File: src/rtl/sync_fifo_pkg.sv
// Shared FIFO constants: depth derivation and the push/pop operation encoding.
package sync_fifo_pkg;

  typedef enum logic [1:0] {
    OP_IDLE = 2'b00,
    OP_POP  = 2'b01,
    OP_PUSH = 2'b10,
    OP_BOTH = 2'b11
  } fifo_op_e;

  function automatic int fifo_depth(input int addr_bw);
    return 1 << addr_bw;
  endfunction

endpackage

File: src/rtl/sync_fifo_ctrl.sv
// Combinational FIFO control: accept decisions, full/empty decode and next pointers/count.
// No state; everything here settles within the cycle ahead of the owning registers.
module fifo_ctrl
  import sync_fifo_pkg::*;
#(
  parameter int ADDR_BW = 2
) (
  input  logic [ADDR_BW-1:0] wr_ptr_i,
  input  logic [ADDR_BW-1:0] rd_ptr_i,
  input  logic [ADDR_BW:0]   num_item_i,
  input  logic               wr_din_i,
  input  logic               rd_dout_i,
  output logic [ADDR_BW-1:0] wr_ptr_d_o,
  output logic [ADDR_BW-1:0] rd_ptr_d_o,
  output logic [ADDR_BW:0]   num_item_d_o,
  output logic               push_o,
  output logic               pop_o,
  output logic               full_o,
  output logic               empty_o
);

  localparam logic [ADDR_BW:0] DEPTH = (ADDR_BW+1)'(fifo_depth(ADDR_BW));
  localparam logic [ADDR_BW-1:0] PTR_ONE = {{(ADDR_BW-1){1'b0}}, 1'b1};
  localparam logic [ADDR_BW:0] CNT_ONE = {{ADDR_BW{1'b0}}, 1'b1};

  fifo_op_e op;

  assign full_o  = (num_item_i == DEPTH);
  assign empty_o = (num_item_i == '0);
  // Accept decisions use the pre-edge flags, so full+push+pop drops the push.
  assign push_o  = wr_din_i & ~full_o;
  assign pop_o   = rd_dout_i & ~empty_o;
  assign op      = fifo_op_e'({push_o, pop_o});

  always_comb begin
    wr_ptr_d_o   = wr_ptr_i;
    rd_ptr_d_o   = rd_ptr_i;
    num_item_d_o = num_item_i;
    case (op)
      OP_PUSH: begin
        wr_ptr_d_o   = wr_ptr_i + PTR_ONE;
        num_item_d_o = num_item_i + CNT_ONE;
      end
      OP_POP: begin
        rd_ptr_d_o   = rd_ptr_i + PTR_ONE;
        num_item_d_o = num_item_i - CNT_ONE;
      end
      OP_BOTH: begin
        wr_ptr_d_o = wr_ptr_i + PTR_ONE;
        rd_ptr_d_o = rd_ptr_i + PTR_ONE;
      end
      default: ;
    endcase
  end

endmodule

File: src/rtl/sync_fifo.sv
// Registered synchronous FIFO: storage, pointers, count, registered read port and sticky error flags.
// Pop-to-dout latency is one cycle; push and pop may both be accepted every cycle.
module sync_fifo
  import sync_fifo_pkg::*;
#(
  parameter int DATA_BW  = 8,
  parameter int ADDR_BW  = 2,
  parameter int AFULL_TH = (1 << ADDR_BW) - 1
) (
  input  logic               clk,
  input  logic               rst,
  input  logic               wr_din,
  input  logic [DATA_BW-1:0] din,
  input  logic               rd_dout,
  output logic [DATA_BW-1:0] dout,
  output logic               dout_valid,
  output logic               full,
  output logic               empty,
  output logic               afull,
  output logic [ADDR_BW:0]   num_item,
  output logic               ovf,
  output logic               udf
);

  localparam int DEPTH = fifo_depth(ADDR_BW);
  localparam logic [ADDR_BW:0] AFULL_W = (ADDR_BW+1)'(AFULL_TH);

  logic [ADDR_BW-1:0] wr_ptr_q, wr_ptr_d;
  logic [ADDR_BW-1:0] rd_ptr_q, rd_ptr_d;
  logic [ADDR_BW:0]   num_item_q, num_item_d;
  logic [DATA_BW-1:0] dout_q, dout_d;
  logic               dout_valid_q, dout_valid_d;
  logic               ovf_q, ovf_d;
  logic               udf_q, udf_d;
  logic               push, pop;
  logic [DATA_BW-1:0] mem_q [DEPTH];

  fifo_ctrl #(.ADDR_BW(ADDR_BW)) u_ctrl (
    .wr_ptr_i     (wr_ptr_q),
    .rd_ptr_i     (rd_ptr_q),
    .num_item_i   (num_item_q),
    .wr_din_i     (wr_din),
    .rd_dout_i    (rd_dout),
    .wr_ptr_d_o   (wr_ptr_d),
    .rd_ptr_d_o   (rd_ptr_d),
    .num_item_d_o (num_item_d),
    .push_o       (push),
    .pop_o        (pop),
    .full_o       (full),
    .empty_o      (empty)
  );

  always_comb begin
    dout_d       = dout_q;
    dout_valid_d = 1'b0;
    if (pop) begin
      dout_d       = mem_q[rd_ptr_q];
      dout_valid_d = 1'b1;
    end
    ovf_d = ovf_q | (wr_din & full);
    udf_d = udf_q | (rd_dout & empty);
  end

  always_ff @(posedge clk or posedge rst) begin
    if (rst) begin
      wr_ptr_q     <= '0;
      rd_ptr_q     <= '0;
      num_item_q   <= '0;
      dout_q       <= '0;
      dout_valid_q <= 1'b0;
      ovf_q        <= 1'b0;
      udf_q        <= 1'b0;
    end else begin
      wr_ptr_q     <= wr_ptr_d;
      rd_ptr_q     <= rd_ptr_d;
      num_item_q   <= num_item_d;
      dout_q       <= dout_d;
      dout_valid_q <= dout_valid_d;
      ovf_q        <= ovf_d;
      udf_q        <= udf_d;
    end
  end

  // Storage is deliberately unreset; the count alone defines which entries are live.
  always_ff @(posedge clk) begin
    if (push) mem_q[wr_ptr_q] <= din;
  end

  assign dout       = dout_q;
  assign dout_valid = dout_valid_q;
  assign num_item   = num_item_q;
  assign afull      = (num_item_q >= AFULL_W);
  assign ovf        = ovf_q;
  assign udf        = udf_q;

endmodule

File: config.mk
export PLATFORM = sky130hd
export DESIGN_NAME = sync_fifo
export DESIGN_NICKNAME = d
export VERILOG_FILES = /design/src/rtl/sync_fifo_pkg.sv /design/src/rtl/sync_fifo_ctrl.sv /design/src/rtl/sync_fifo.sv
export SDC_FILE = /design/constraint.sdc
export NUM_CORES = 1
export LEC_CHECK = 0
export CAP_MARGIN = 5
export CORE_AREA = 2 2 94 96
export CTS_BUF_LIST = sky130_fd_sc_hd__clkbuf_4 sky130_fd_sc_hd__clkbuf_8
export DETAILED_ROUTE_END_ITERATION = 8
export DIE_AREA = 0 0 96 98
export SLEW_MARGIN = 20
export SYNTH_ARGS = -nofsm -noshare
export SYNTH_HDL_FRONTEND = slang
export SYNTH_SLANG_ARGS = --single-unit
File: constraint.sdc
create_clock -name clk -period 1.9 [get_ports clk]
set_clock_uncertainty 0.2 [all_clocks]
set_input_delay 0.285 -clock clk [delete_from_list [all_inputs] [get_ports clk]]
set_output_delay 0.285 -clock clk [all_outputs]
set_load 0.02 [all_outputs]
==> summary.md <==
| Metric | Value |
|---|---|
| Drt total wl | 3470 um |
| GP Congestion | 0.649 |
| First-pass GRT wire length | 5710 um |
| Max stage delay cell, worst path | dfrtp_2 |
| CTS Hold Bufs | 0 |
| Switching fraction of total power | 33.2% |
| Fin Hold WS | around 110 ps |
| Clk network pwr share | approximately 15% |
| Pint | 2.80 mW |
| Period minus WS final | 1980 ps |
| Top cell type's share of synthesized area | 47.3% |
| Sequential power share | 40.6% |
| Global Route Usage Sum | around 8.1% |
| Deepest level of the CTS H-tree | 2 |
| Core Area | 8470 um2 |
| Initial antenna violation count | 0 |
| Finish-stage setup viols | 3 |
| Static Leak | about 1.1 nW |
| Worst slew margin | around three quarters |
| Largest cells by area after synthesis | edfxtp_1 47%, dfrtp_1 22%, mux4_2 8.9% |
| Worst Hold Class | input port to async pin |
| Worst setup SP type | flip-flop |
| Chip height | 98 um |
| Remaining antenna violation count | 0 |
| IO buf count | 28 |
| Max-Cap Viols | 0 |
| CTS tree | done |
| Count leader, synth | edfxtp_1 |
| Synth async-reset ratio | 36.0% |
| Final Slew Violations | 0 |
| Critical Path AT | 1970 ps |
| Top_reg_cell synth | edfxtp_1 |
| Cells after Synth | 123 |
| Power, Total | 4.19 mW |
| RSZ-0062 raised after global routing | true |
| Clk_lat worst skew | 290 ps |
| Psw | 1.39 mW |
| Via count of the first global-routing pass | approximately 1100 |
| Clock buffer depth | 2 |
| Finished Layout Cells | 288 |
| Synth Register Bits | 50 |
| EDFF count, synth | 32 |
| DRC violation count after routing | 0 |
| Die area | 9410 um2 |
| Post-DR vias/cell | 3.86 |
| Clock sink count | 50 |
| VDD IR max | 405 uV |
| Standard-cell rows | 34 |
| CTS buffer count | 5 |
| Routed vias | 1112 |
| Worst-Margin Slew | 391 ps |
| I/O pins | 29 |
| Register area share after synthesis | 69.5% |
| Post-DP HPWL | between 2000 and 2500 um |
| Syn nets | 143 |
| Status | finished, violations left |
| Nets | a little under 200 |
| Worst-path clk slew | 90 ps |
| Final hold vios | 0 |
| CP Max Fanout | 3 |
| P per Cell Area | 1500 nW/um2 |
| Fill cells | between 800 and 900 |
| Ys Warns | 0 |
| Crit-path cells | buf_4 > o31ai_4 > inv_2 > ha_4 > inv_2 > fa_2 > xor2_1 > nor2_1 > xor2_1 |
| Pin count of the biggest net entering global routing | 19 |
| Synth area leader | edfxtp_1 |
| Critical path class | flip-flop to flip-flop |
| Synth-to-layout area growth | 37.7% |
| Synth cell count leaders | 32 x edfxtp_1, 25 x nand2_1, 18 x dfrtp_1 |
| Fin worst setup slack | -83.0 ps |
| Syn_area_per_cell | 16.5 um2 |
| Unique masters post-synth | 22 |
| Share of layout cells above drive strength 1 | 32.2% |
| Gr ovfl total | 0 |
| Post-Synthesis Cell Area | 2030 um2 |
| Failing checks | setup timing |
| Root buffer cell | clkbuf_8 |
| Gate power share | 44.8% |
| Slowest stage delay, CP | 440 ps |
| Final critical-path share of the clock period | 104% |
| Final core occ | 33.0% |
| Wire length per cell | roughly 12 um |
| Dpl cells | between 200 and 300 |
| Max Fclk | 0.504 GHz |
| Worst slack, placed | -319 ps |
| Inserted Diodes | 0 |
| Starting DRT DRC Count | 54 |
| Initial Util | 24.0% |
| Pre-antenna DRT Iters | 3 |
| Critical Path RT | 1880 ps |
| Critical path endpoint category | flip-flop |
| Die W | 96 um |
## critical path, delay by kind of cell (launching register included)
kind / cells / cell delay, ps
adder cells (fa/ha/maj): 2 / 350
AO/OA/AOI/OAI: 1 / 240
XOR/XNOR: 2 / 290
AND/OR/NAND/NOR: 1 / 60
flip-flops: 1 / 440
buffers and inverters: 3 / 290
## registers in the layout, indices dropped and copies added, names as in the netlist
register,count
udf,1
dout,8
wr_ptr_q,2
ovf,1
mem_q,32
dout_valid,1
num_item,3
rd_ptr_q,2
## kinds of logic (layout without fill, tap and decap cells)
group | Yosys count | count (layout) | share of synthesized area, %
muxes | 10 | 10 | 9.93
AOI/OAI and AO/OA | 4 | 4 | 2.16
xor gates and xnor gates | 6 | 6 | 2.59
and+or+nand+nor | 34 | 34 | 7.83
DFF | 50 | 50 | 69.5
buffers and inverters | 11 | 68 | 2.65
adders and majority gates | 8 | 8 | 5.30
## power groups by stage
stage / sequential [mW] / clock, mW / combinational, mW
floorplan: 1.88 / 0 / 0.833
global placement: 1.74 / 0 / 1.77
detailed placement: 1.75 / 0 / 1.78
CTS: 1.72 / 0.644 / 1.83
global route: 1.74 / 0.679 / 2.05
finish: 1.70 / 0.615 / 1.88
## final cells by class
type | count | area [um2] | area share, %
well taps | 108 | 135 | 4.84
inverters | 8 | 30.0 | 1.07
flip-flops and latches | 50 | 1420 | 50.6
multi-input cells | 62 | 614 | 22.0
clock inverters | 2 | 15.0 | 0.537
clock buffers | 6 | 76.3 | 2.73
repair buffers | 52 | 508 | 18.2
## repair_timing
item	CTS	global route
buffers inserted	4	2
pin swaps	4	3
endpoints found under the setup margin	9	8
gates resized for setup	17	10
## placed cells by master, fill, tap and decap left out, drive strengths merged, types with 2 or more instances in the layout
cell type	synthesis	routed
buf	2	26
clkinvlp	0	2
nand2	25	25
ha	7	7
edfxtp	32	32
clkbuf	1	7
xnor2	4	4
a21o	3	3
nor2	2	2
dlygate4sd2	0	2
xor2	2	2
and2	4	4
inv	8	8
mux4	8	8
clkdlybuf4s50	0	22
dfrtp	18	18
## final timing paths
kind	start	end	slack [ps]	cells after the start
setup / recovery	num_item[0]$_DFFE_PP0P_	num_item[2]$_DFFE_PP0P_	-80	9
hold / removal	rst	dout[2]$_DFFE_PP0P_	110	3
setup reg to reg	num_item[0]$_DFFE_PP0P_	num_item[2]$_DFFE_PP0P_	-80	9
hold reg to reg	ovf$_DFF_PP0_	ovf$_DFF_PP0_	260	1
max in group asynchronous	rst	num_item[1]$_DFFE_PP0P_	1170	3
min in group clk	ovf$_DFF_PP0_	ovf$_DFF_PP0_	260	1
## per-stage QoR
step                TNS, ps  instance area [um2]
floorplan              -621                 2040
global placement       -825                 2620
detailed placement     -837                 2620
CTS                    -293                 2750
global route           -482                 2790
finish                 -164                 2790
## routing by layer
| metal | wire [um] | GRT usage (%) |
|---|---|---|
| met2 | 1680 | 12.7 |
| met5 | 0 | 0 |
| met4 | 31 | 2.64 |
| met3 | 191 | 3.01 |
| met1 | 1570 | 10.4 |
Note: power is estimated with default switching activity, not from simulation.
